`src/rtl/kicker_clock_delay_sequencer.sv`:
```
// IDELAYCTRL bring-up, tap-by-tap IDELAYE2 seek and coarse delay publication for the
// kicker gate-driver clock path. Single sysClk domain.
module kicker_clock_delay_sequencer #(
  parameter int unsigned TAP_WIDTH     = 5,
  parameter int unsigned COARSE_WIDTH  = 12,
  parameter int unsigned RESET_CYCLES  = 16,
  parameter int unsigned RDY_TIMEOUT   = 4096,
  parameter int unsigned SETTLE_CYCLES = 4
) (
  input  logic                    sysClk,
  input  logic                    sysReset_n,
  input  logic                    sysCsrStrobe,
  input  logic [31:0]             sysGPIO_OUT,
  input  logic [TAP_WIDTH-1:0]    tapCount,
  input  logic                    idelayCtrlRdy,
  output logic                    idelayCtrlReset,
  output logic                    idelayCE,
  output logic                    idelayINC,
  output logic [COARSE_WIDTH-1:0] coarseDelay,
  output logic                    coarseDelayToggle,
  output logic                    busy,
  output logic [31:0]             sysStatus
);

  localparam int unsigned CntMax0 = (RDY_TIMEOUT > RESET_CYCLES) ? RDY_TIMEOUT : RESET_CYCLES;
  localparam int unsigned CntMax  = (CntMax0 > SETTLE_CYCLES) ? CntMax0 : SETTLE_CYCLES;
  localparam int unsigned CntW    = $clog2(CntMax + 1);

  typedef enum logic [2:0] {
    StIdle      = 3'd0,
    StCtrlReset = 3'd1,
    StWaitRdy   = 3'd2,
    StCheck     = 3'd3,
    StStep      = 3'd4,
    StSettle    = 3'd5
  } state_e;

  state_e                  state_q, state_d;
  logic [CntW-1:0]         cnt_q, cnt_d;
  logic [TAP_WIDTH-1:0]    target_q, target_d;
  logic [TAP_WIDTH-1:0]    expected_q, expected_d;
  logic                    dir_q, dir_d;
  logic                    rdy_to_q, rdy_to_d;
  logic                    step_err_q, step_err_d;
  logic [COARSE_WIDTH-1:0] coarse_q, coarse_d;
  logic                    tog_q, tog_d;
  logic                    set_rdy_to, set_step_err;

  // CSR decode; abort masks reset and seek within the same write.
  logic csr_hit, cmd_abort, cmd_reset, cmd_seek, cmd_clear, cmd_coarse;
  assign csr_hit    = sysCsrStrobe && (sysGPIO_OUT[31:24] == 8'hFE);
  assign cmd_abort  = csr_hit && sysGPIO_OUT[21];
  assign cmd_reset  = csr_hit && sysGPIO_OUT[23] && !sysGPIO_OUT[21];
  assign cmd_seek   = csr_hit && sysGPIO_OUT[22] && !sysGPIO_OUT[23] && !sysGPIO_OUT[21];
  assign cmd_clear  = csr_hit && sysGPIO_OUT[19];
  assign cmd_coarse = csr_hit && sysGPIO_OUT[15];

  logic unused_gpio;
  assign unused_gpio = ^sysGPIO_OUT[14:12];

  always_ff @(posedge sysClk or negedge sysReset_n) begin
    if (!sysReset_n) begin
      state_q    <= StCtrlReset;
      cnt_q      <= '0;
      target_q   <= '0;
      expected_q <= '0;
      dir_q      <= 1'b0;
      rdy_to_q   <= 1'b0;
      step_err_q <= 1'b0;
      coarse_q   <= '0;
      tog_q      <= 1'b0;
    end else begin
      state_q    <= state_d;
      cnt_q      <= cnt_d;
      target_q   <= target_d;
      expected_q <= expected_d;
      dir_q      <= dir_d;
      rdy_to_q   <= rdy_to_d;
      step_err_q <= step_err_d;
      coarse_q   <= coarse_d;
      tog_q      <= tog_d;
    end
  end

  always_comb begin
    state_d      = state_q;
    cnt_d        = cnt_q;
    target_d     = target_q;
    expected_d   = expected_q;
    dir_d        = dir_q;
    set_rdy_to   = 1'b0;
    set_step_err = 1'b0;
    if (cmd_abort && (state_q != StIdle)) begin
      state_d = StIdle;
      cnt_d   = '0;
    end else begin
      case (state_q)
        StIdle: begin
          cnt_d = '0;
          if (cmd_reset) begin
            state_d = StCtrlReset;
          end else if (cmd_seek) begin
            target_d = sysGPIO_OUT[16 +: TAP_WIDTH];
            state_d  = StCheck;
          end
        end
        StCtrlReset: begin
          if (cnt_q == CntW'(RESET_CYCLES - 1)) begin
            state_d = StWaitRdy;
            cnt_d   = '0;
          end else begin
            cnt_d = cnt_q + CntW'(1);
          end
        end
        StWaitRdy: begin
          if (idelayCtrlRdy) begin
            state_d = StIdle;
            cnt_d   = '0;
          end else if (cnt_q == CntW'(RDY_TIMEOUT - 1)) begin
            set_rdy_to = 1'b1;
            state_d    = StIdle;
            cnt_d      = '0;
          end else begin
            cnt_d = cnt_q + CntW'(1);
          end
        end
        StCheck: begin
          // Direction follows the target, so expected never leaves 0..max tap.
          if (tapCount == target_q) begin
            state_d = StIdle;
          end else if (tapCount < target_q) begin
            dir_d      = 1'b1;
            expected_d = tapCount + TAP_WIDTH'(1);
            state_d    = StStep;
          end else begin
            dir_d      = 1'b0;
            expected_d = tapCount - TAP_WIDTH'(1);
            state_d    = StStep;
          end
        end
        StStep: begin
          state_d = StSettle;
          cnt_d   = '0;
        end
        StSettle: begin
          if (cnt_q == CntW'(SETTLE_CYCLES - 1)) begin
            cnt_d = '0;
            if (tapCount == expected_q) begin
              state_d = StCheck;
            end else begin
              set_step_err = 1'b1;
              state_d      = StIdle;
            end
          end else begin
            cnt_d = cnt_q + CntW'(1);
          end
        end
        default: begin
          state_d = StIdle;
          cnt_d   = '0;
        end
      endcase
    end
  end

  // Flags: a set on the same edge as a clear wins.
  always_comb begin
    rdy_to_d   = rdy_to_q;
    step_err_d = step_err_q;
    if (cmd_clear) begin
      rdy_to_d   = 1'b0;
      step_err_d = 1'b0;
    end
    if (set_rdy_to) rdy_to_d = 1'b1;
    if (set_step_err) step_err_d = 1'b1;
    coarse_d = coarse_q;
    tog_d    = tog_q;
    if (cmd_coarse) begin
      coarse_d = sysGPIO_OUT[COARSE_WIDTH-1:0];
      tog_d    = ~tog_q;
    end
  end

  // Decoded from state so reset assertion forces CE low and RST high immediately.
  always_comb begin
    idelayCtrlReset   = (state_q == StCtrlReset);
    idelayCE          = (state_q == StStep);
    idelayINC         = dir_q;
    busy              = (state_q != StIdle);
    coarseDelay       = coarse_q;
    coarseDelayToggle = tog_q;
    sysStatus         = '0;
    sysStatus[31]     = busy;
    sysStatus[30]     = rdy_to_q;
    sysStatus[29]     = step_err_q;
    sysStatus[28]     = idelayCtrlRdy;
    sysStatus[27:25]  = state_q;
    sysStatus[24:20]  = 5'(target_q);
    sysStatus[19:15]  = 5'(tapCount);
    sysStatus[11:0]   = 12'(coarse_q);
  end

endmodule
```
`config.mk`:
```
export PLATFORM = sky130hd
export DESIGN_NAME = kicker_clock_delay_sequencer
export DESIGN_NICKNAME = d
export VERILOG_FILES = /design/src/rtl/kicker_clock_delay_sequencer.sv
export SDC_FILE = /design/constraint.sdc
export NUM_CORES = 1
export LEC_CHECK = 0
export CELL_PAD_IN_SITES_DETAIL_PLACEMENT = 0
export CELL_PAD_IN_SITES_GLOBAL_PLACEMENT = 2
export CORE_MARGIN = 3
export CORE_UTILIZATION = 30
export CTS_BUF_LIST = sky130_fd_sc_hd__clkbuf_8
export DETAILED_ROUTE_END_ITERATION = 10
export PLACE_DENSITY_LB_ADDON = 0.05
export SYNTH_ARGS = -nofsm -noshare
export SYNTH_HDL_FRONTEND = slang
export SYNTH_SLANG_ARGS = --single-unit
export TNS_END_PERCENT = 20
```
`constraint.sdc`:
```
create_clock -name sysClk -period 4.7 [get_ports sysClk]
set_input_delay 1.175 -clock sysClk [delete_from_list [all_inputs] [get_ports sysClk]]
set_output_delay 1.175 -clock sysClk [all_outputs]
set_load 0.005 [all_outputs]
```
==> results of run 1 <==
==> how the worst max path moves through the flow <==
stage | start | to | slack (ps)
floorplan | tapCount[1] | expected_q[4] | 1340
global placement | tapCount[1] | expected_q[4] | 610
detailed placement | tapCount[1] | expected_q[4] | 590
CTS | tapCount[1] | expected_q[4] | 910
global route | tapCount[1] | expected_q[4] | 730
finish | tapCount[1] | expected_q[4] | 930
==> placed cells by master (no fill, tap or decap), drive strengths merged, types with 2 or more instances in the layout <==
master | netlist | final
or2 | 3 | 3
a21oi | 9 | 9
clkbuf | 4 | 6
inv | 10 | 10
nor2b | 3 | 3
o21ai | 14 | 14
o211ai | 7 | 7
or4 | 2 | 2
and2 | 4 | 4
dfrtp | 41 | 41
o21a | 3 | 3
buf | 29 | 6
xnor2 | 6 | 6
a21o | 2 | 2
conb | 1 | 3
nand3 | 5 | 5
nand2 | 37 | 37
nor4 | 8 | 8
o31a | 4 | 4
nor2 | 5 | 5
nand2b | 2 | 2
o221ai | 5 | 5
mux2 | 20 | 20
xor2 | 3 | 3
or3 | 2 | 2
nand4 | 4 | 4
o2111ai | 3 | 3
nor3 | 8 | 8
and4 | 2 | 2
ha | 9 | 9
nand3b | 3 | 3
clkdlybuf4s50 | 0 | 82
==> kinds of logic after synthesis <==
group	count (synthesis)
adder cells (fa/ha/maj)	10
buffers and inverters	43
flip-flops	42
XOR/XNOR	9
AND/OR/NAND/NOR	93
multiplexers	20
other	1
AO/OA/AOI/OAI	53
==> stage by stage <==
| stage | instances | area [um^2] |
|---|---|---|
| 4_1_cts | 441 | 3520 |
| 6_report | 441 | 3520 |
| 5_1_grt | 441 | 3520 |
| 2_1_floorplan | 273 | 2690 |
| 3_3_place_gp | 433 | 3430 |
| 3_5_place_dp | 433 | 3430 |
==> registers in the layout, summed over array words and instances, names as in the netlist <==
| name | flops |
|---|---|
| cnt_q | 13 |
| coarseDelay | 12 |
| expected_q | 5 |
| target_q | 5 |
| state_q | 3 |
| coarseDelayToggle | 1 |
| idelayINC | 1 |
| rdy_to_q | 1 |
| step_err_q | 1 |
==> metal layers <==
layer / global-route usage [%] / vias up / share of wire (%)
li1: - / 1081 / -
met1: 18.3 / 1014 / 47
met2: 23.0 / 50 / 48
met3: 3.04 / 8 / 4.4
met4: 3.42 / 0 / 0.96
met5: 0 / - / 0
==> report_power, final <==
part | switching [mW] | leakage [nW] | internal, mW
clock | 0.133 | 0.0472 | 0.118
sequential | 0.0597 | 0.567 | 0.417
combinational | 0.217 | 0.836 | 0.221
total | 0.410 | 1.45 | 0.756
==> cell type report <==
cell class                 count  area, um^2  area share (%)
timing repair buffer          88         863            24.5
multi-input combinational    188        1340            38.1
tap                          105         131            3.73
clock inverter                 2        12.5           0.355
inverter                      10        37.5            1.07
sequential                    42        1050            29.9
clock buffer                   6        82.6            2.34
==> summary.md, run 1 <==
Worst setup path
* required arrival time at the worst endpoint: 4910 ps
* worst-path cell with the longest stage delay: sky130_fd_sc_hd__clkdlybuf4s50_1
* total stage count of the critical path: 12
* critical path's most frequent cell: sky130_fd_sc_hd__a21oi_1
* cell family contributing the most delay on the critical path: compound AO/OA/AOI/OAI gates
* R2R depth: 12
* Data arrival, critical path: 3980 ps
* critical path cell sequence: clkdlybuf4s50_1, ha_1, nor2b_1, o21a_1, o21ai_0, nand2_1, fa_1, a21o_1, a21oi_1, xor2_1, a21oi_1, o31ai_1
* slack of the worst reg-to-reg path: 1880 ps
* CP Max Fanout: 5
* critical path capture point type: register
* terminus of the critical flop-to-flop path: expected_q[4]
* Worst setup SP type: input pin
* reg-to-reg critical path startpoint: target_q[1]
* max incr delay on CP: 460 ps
* worst setup path class: input pin to register
* combined buffer and inverter count along the critical path: 1

Layout
* filler cell count in the final layout: 863
* final core area utilization: 41.6%
* total inserted antenna cells: 0
* fraction of layout cells with a size suffix above 1: 14.0%
* Area growth syn-to-layout: 31.3%
* nets: 386

Route
* total routed wirelength: 6680 um
* via density per instance: 4.88
* DRC violations left: 0
* Antenna Violating Nets Remaining: 0
* routed length per placed instance: 15.1 um
* vias: 2153
* violation count after the first detailed-routing iteration: 39
* first drt pass iteration count: 4

Yosys
* main area contributors after synthesis: sky130_fd_sc_hd__dfrtp_1 38%, sky130_fd_sc_hd__mux2_2 7.6%, sky130_fd_sc_hd__buf_4 7.3%
* xor/xnor share of the synthesized area: 2.94%
* flop and latch count out of synthesis: 42
* post-synthesis mux area share: 8.39%
* complex-gate fraction of the synthesized area: 14.3%
* count of yosys warnings during synthesis: 0
* adder-cell area share of the yosys netlist: 4.94%
* most used standard cells in the synthesized netlist: 41 x sky130_fd_sc_hd__dfrtp_1, 37 x sky130_fd_sc_hd__nand2_1, 26 x sky130_fd_sc_hd__buf_4, 18 x sky130_fd_sc_hd__mux2_2, 13 x sky130_fd_sc_hd__o21ai_0
* number of distinct library cells after synthesis: 56
* ys flop type: sky130_fd_sc_hd__dfrtp_1
* number of synthesized flops with an enable pin: 0
* asr flop ratio synth: 100%
* largest family of logic cells by synthesized area: simple AND/OR/NAND/NOR gates
* Netlist Area Pre-Place: 0.00268 mm^2
* sequential area share after synthesis: 39.2%
* library cell with the highest instance count after synthesis: sky130_fd_sc_hd__dfrtp_1
* synthesized netlist cell count: 271
* post-synthesis average cell area: 9.90 um^2
* cell taking the most area after synthesis: sky130_fd_sc_hd__dfrtp_1
* area fraction of the dominant cell type after synthesis: 38.2%
* Simple-Gate Fraction of Synth Area: 19.1%

Power and ir drop
* IR Drop Worst-Case VDD: 122 uV
* Total Power: 1.17 mW
* Power Density: 331 mW/mm^2
* leak pwr: 1.45 nW

STA
* worst clock skew: 11.6 ps
* worst rel slew slack: 33.5%
* setup repair after global routing missed its margin: false
* Worst-Margin Slew: 997 ps
* fmax: 265 MHz
* setup_tns: 0 ps
* smallest hold slack: 480 ps
* Hold Vio Cnt, Final: 0
* period utilization: 80.2%
* least setup slack across all paths after layout: 929 ps
* Final Critical Period: 3770 ps
* final-report max-slew violation count: 0
* number of failing setup endpoints in the final timing report: 0

Worst hold path
* worst min-delay path category: register to register
* destination of the worst hold path: coarseDelayToggle
* Hold Path Origin: coarseDelayToggle
* Worst Hold Path Cells: 1

CTS
* CTS sink count: 42
* largest buffer count on any clock path: 2
* cell at the root of the clock tree: sky130_fd_sc_hd__clkbuf_8
* CTS Buf Count: 5
* later-pin clock latency in the skew report: 300 ps
* post-CTS setup buffer count: 0
* clock tree from TritonCTS: built
* H-tree depth reported by CTS: 2
* Hold-fix buffers, CTS: 0
* register clock-pin slew on the reported worst setup and hold paths: 80 ps
* number of resized instances in the post-cts repair step: 0

Job
* maximum capacitance violations: 0

Die
* core box area: 0.00846 mm^2
* Die X-Extent: 101 um
* height of the die: 101 um
* Core Rows: 33
* # IOs: 90
* die area: 0.0101 mm^2
* initial cell density of the core: 31.7%

Placement
* routability-driven placement congestion ratio: 0.691
* sum of net half-perimeters after detailed placement: 4990 um
* Buffers on Ports: 83
* worst-case setup slack after placement: 594 ps

Outcome
* result of the run: finished clean

Global route
* number of global-route vias before repair: 2214
* pin count of the biggest net entering global routing: 43
* global router's overall resource usage: 13.9%
* first-pass GRT wire length: 11200 um
* global route total overflow: 0
* initial antenna violation count: 0

Power figures use the tool's default switching activity.
==> inputs of run 2 (changes only) <==
Settings changed: CORE_UTILIZATION 30 to 25.
Clock period 4.7 ns to 3.1 ns, I/O delays scaled along.
==> run 2 against run 1 <==
Effect of this change: total power grew 56%; design area grew 5.5%; hold slack lost 8.6 ps; sequential power grew 51%; clock-buffer cell count shrank 1; first-iteration DRC count grew 18%; global-route usage shrank 1.2 points; sequential share of layout area shrank 1.6 points; core utilization shrank 5.8 points; die area grew 19%; register-to-register slack lost 1400 ps; clock skew shrank 2.4 ps; largest cell class unchanged; highest routed layer unchanged.
==> summary.md, run 2 (synthesis results as in run 1) <==
STA
* Final Critical Period: 2870 ps
* fmax: 348 MHz
* number of failing setup endpoints in the final timing report: 0, unchanged
* Hold Vio Cnt, Final: 0, unchanged
* period utilization: 92.6%
* worst rel slew slack: 51.2%, +18 points
* setup repair after global routing missed its margin: false
* final-report max-slew violation count: 0, unchanged
* worst clock skew: 9.24 ps, -2.40 ps
* Worst-Margin Slew: 725 ps, -271 ps
* least setup slack across all paths after layout: 228 ps, -700 ps

Worst setup path
* worst setup path class: input pin to register
* CP Max Fanout: 4, -1
* reg-to-reg critical path startpoint: target_q[1]
* Worst setup SP type: input pin
* critical path capture point type: register
* R2R depth: 12, unchanged
* required arrival time at the worst endpoint: 3310 ps, -1600 ps
* Setup crit start: tapCount[2]
* Data arrival, critical path: 3080 ps, -900 ps

Placement
* worst-case setup slack after placement: -516 ps, -1110 ps
* placement-stage cell area: 0.00360 mm^2, +5.1%
* Buffers on Ports: 83, unchanged
* sum of net half-perimeters after detailed placement: 5600 um, +12%
* routability-driven placement congestion ratio: 0.703, +1.8%

CTS
* register clock-pin slew on the reported worst setup and hold paths: 100 ps, +20 ps
* Hold-fix buffers, CTS: 0, unchanged
* largest buffer count on any clock path: 2, unchanged
* post-CTS setup buffer count: 0, unchanged
* clock tree from TritonCTS: built
* CTS sink count: 42, unchanged
* later-pin clock latency in the skew report: 300 ps, about the same
* H-tree depth reported by CTS: 2, unchanged
* cell at the root of the clock tree: sky130_fd_sc_hd__clkbuf_8
* CTS Buf Count: 5, unchanged

Global route
* GR Util met2: 21.7%, -1.3 points
* global-route met3 utilization: 2.64%, -0.40 points
* global route total overflow: 0, unchanged
* pin count of the biggest net entering global routing: 27, -37%
* initial antenna violation count: 0, unchanged
* busiest grt layer: met2
* number of global-route vias before repair: 2275, +2.8%
* met1 usage in global routing: 16.4%, -1.9 points
* first-pass GRT wire length: 11800 um, +5.6%
* global router's overall resource usage: 12.7%, -1.2 points

Layout
* fraction of layout cells with a size suffix above 1: 19.8%, +5.8 points
* nets: 404, +4.7%
* post-route cell area: 0.00372 mm^2, +5.5%
* register name with the most flops: cnt_q
* total inserted antenna cells: 0, unchanged
* max reg flops: 13, unchanged
* multi-input gate area in the final layout: 0.00136 mm^2, +1.3%
* Area growth syn-to-layout: 38.5%
* footprint of the flip-flops and latches: 0.00105 mm^2, unchanged
* filler cell count in the final layout: 1117, +29%
* commonest cells after routing, fill and taps aside: 81 x sky130_fd_sc_hd__clkdlybuf4s50_1, 41 x sky130_fd_sc_hd__dfrtp_1, 36 x sky130_fd_sc_hd__nand2_1
* most frequent standard cell in the layout excluding fill and tap cells: sky130_fd_sc_hd__clkdlybuf4s50_1

Power and ir drop
* IR Drop Worst-Case VDD: 186 uV, +52%
* Power Density: 488 mW/mm^2, +48%
* leak pwr: 1.55 nW, +6.9%

Die
* height of the die: 110 um, +9.0%
* Core Rows: 37, +12%
* Die X-Extent: 110 um, +9.0%
* initial cell density of the core: 25.9%, -5.8 points
* die area: 0.0120 mm^2, +19%
* # IOs: 90, unchanged
* core box area: 0.0104 mm^2, +23%

Route
* vias: 2243, +4.2%
* violation count after the first detailed-routing iteration: 46, +18%
* DRC violations left: 0, unchanged
* routed length per placed instance: 14.7 um, -2.9%
* total routed wirelength: 7210 um, +7.9%
* first drt pass iteration count: 4, unchanged
* Antenna Violating Nets Remaining: 0, unchanged
* via density per instance: 4.58, -6.2%

Worst hold path
* worst min-delay path category: input pin to async pin

Outcome
* result of the run: finished clean

Job
* maximum capacitance violations: 0, unchanged

==> run 2: cell count changes in the layout (fill, tap and decap cells not counted), sizes merged <==
cell | before | now
clkdlybuf4s50 | 82 | 81
inv | 10 | 13
clkbuf | 6 | 5
clkinv | 1 | 0
buf | 6 | 24
clkinvlp | 1 | 0
dlymetal6s2s | 0 | 1
==> run 2: power breakdown <==
part           leakage (nW)  internal [mW]  switching [mW]  total, mW
registers             0.567          0.632          0.0855      0.717
clock network        0.0495          0.168           0.230      0.398
logic                 0.935          0.361           0.340      0.700
==> run 2: critical path: stages <==
cell                              delay, ps
sky130_fd_sc_hd__clkdlybuf4s50_1        430
sky130_fd_sc_hd__ha_1                   320
sky130_fd_sc_hd__o21a_1                 120
sky130_fd_sc_hd__o21ai_2                160
sky130_fd_sc_hd__nand2_2                110
sky130_fd_sc_hd__fa_2                   370
sky130_fd_sc_hd__a21o_1                 170
sky130_fd_sc_hd__a21oi_2                140
sky130_fd_sc_hd__xor2_1                  90
sky130_fd_sc_hd__and3_1                 190
sky130_fd_sc_hd__o31ai_2                210
==> run 2: area by class of cell <==
cell class / instances / share of cell area (%)
inverter: 10 / 1.01
multi-input combinational: 188 / 36.6
timing repair buffer: 106 / 26.9
sequential: 42 / 28.3
clock inverter: 3 / 0.707
tap: 136 / 4.58
clock buffer: 5 / 1.85
==> run 2: metrics by stage <==
step | total power [mW] | hold slack, ps | setup TNS (ps) | util, % | cells
floorplan | 1.16 | 449 | 0 | - | 273
global placement | 1.44 | 457 | -591 | 34.7 | 482
detailed placement | 1.43 | 457 | -881 | 34.7 | 482
CTS | 1.85 | 475 | 0 | 35.8 | 490
global route | 1.96 | 497 | 0 | 35.8 | 490
finish | 1.82 | 472 | 0 | 35.8 | 490
==> run 2: final timing paths <==
path,end,slack (ps)
hold reg to reg,coarseDelayToggle,470
max in group asynchronous,state_q[0],1950
hold / removal,coarseDelay[2],470
setup reg to reg,expected_q[4],520
min in group sysClk,coarseDelayToggle,470
setup / recovery,expected_q[4],230
==> run 2: per-layer routing <==
layer	vias to the layer above	wire [um]	part of all wire, %
li1	1117	-	-
met1	1066	3290	46
met2	53	3520	49
met3	7	320	4.4
met4	0	70	0.97
met5	-	0	0
==> run 2: timing repair <==
| item | in CTS | in global routing |
|---|---|---|
| hold endpoints to repair | 0 | 0 |
| resized for setup | 4 | 3 |
| gates cloned | 0 | 0 |
| setup endpoints to repair | 1 | 1 |
| pin swaps | 0 | 5 |
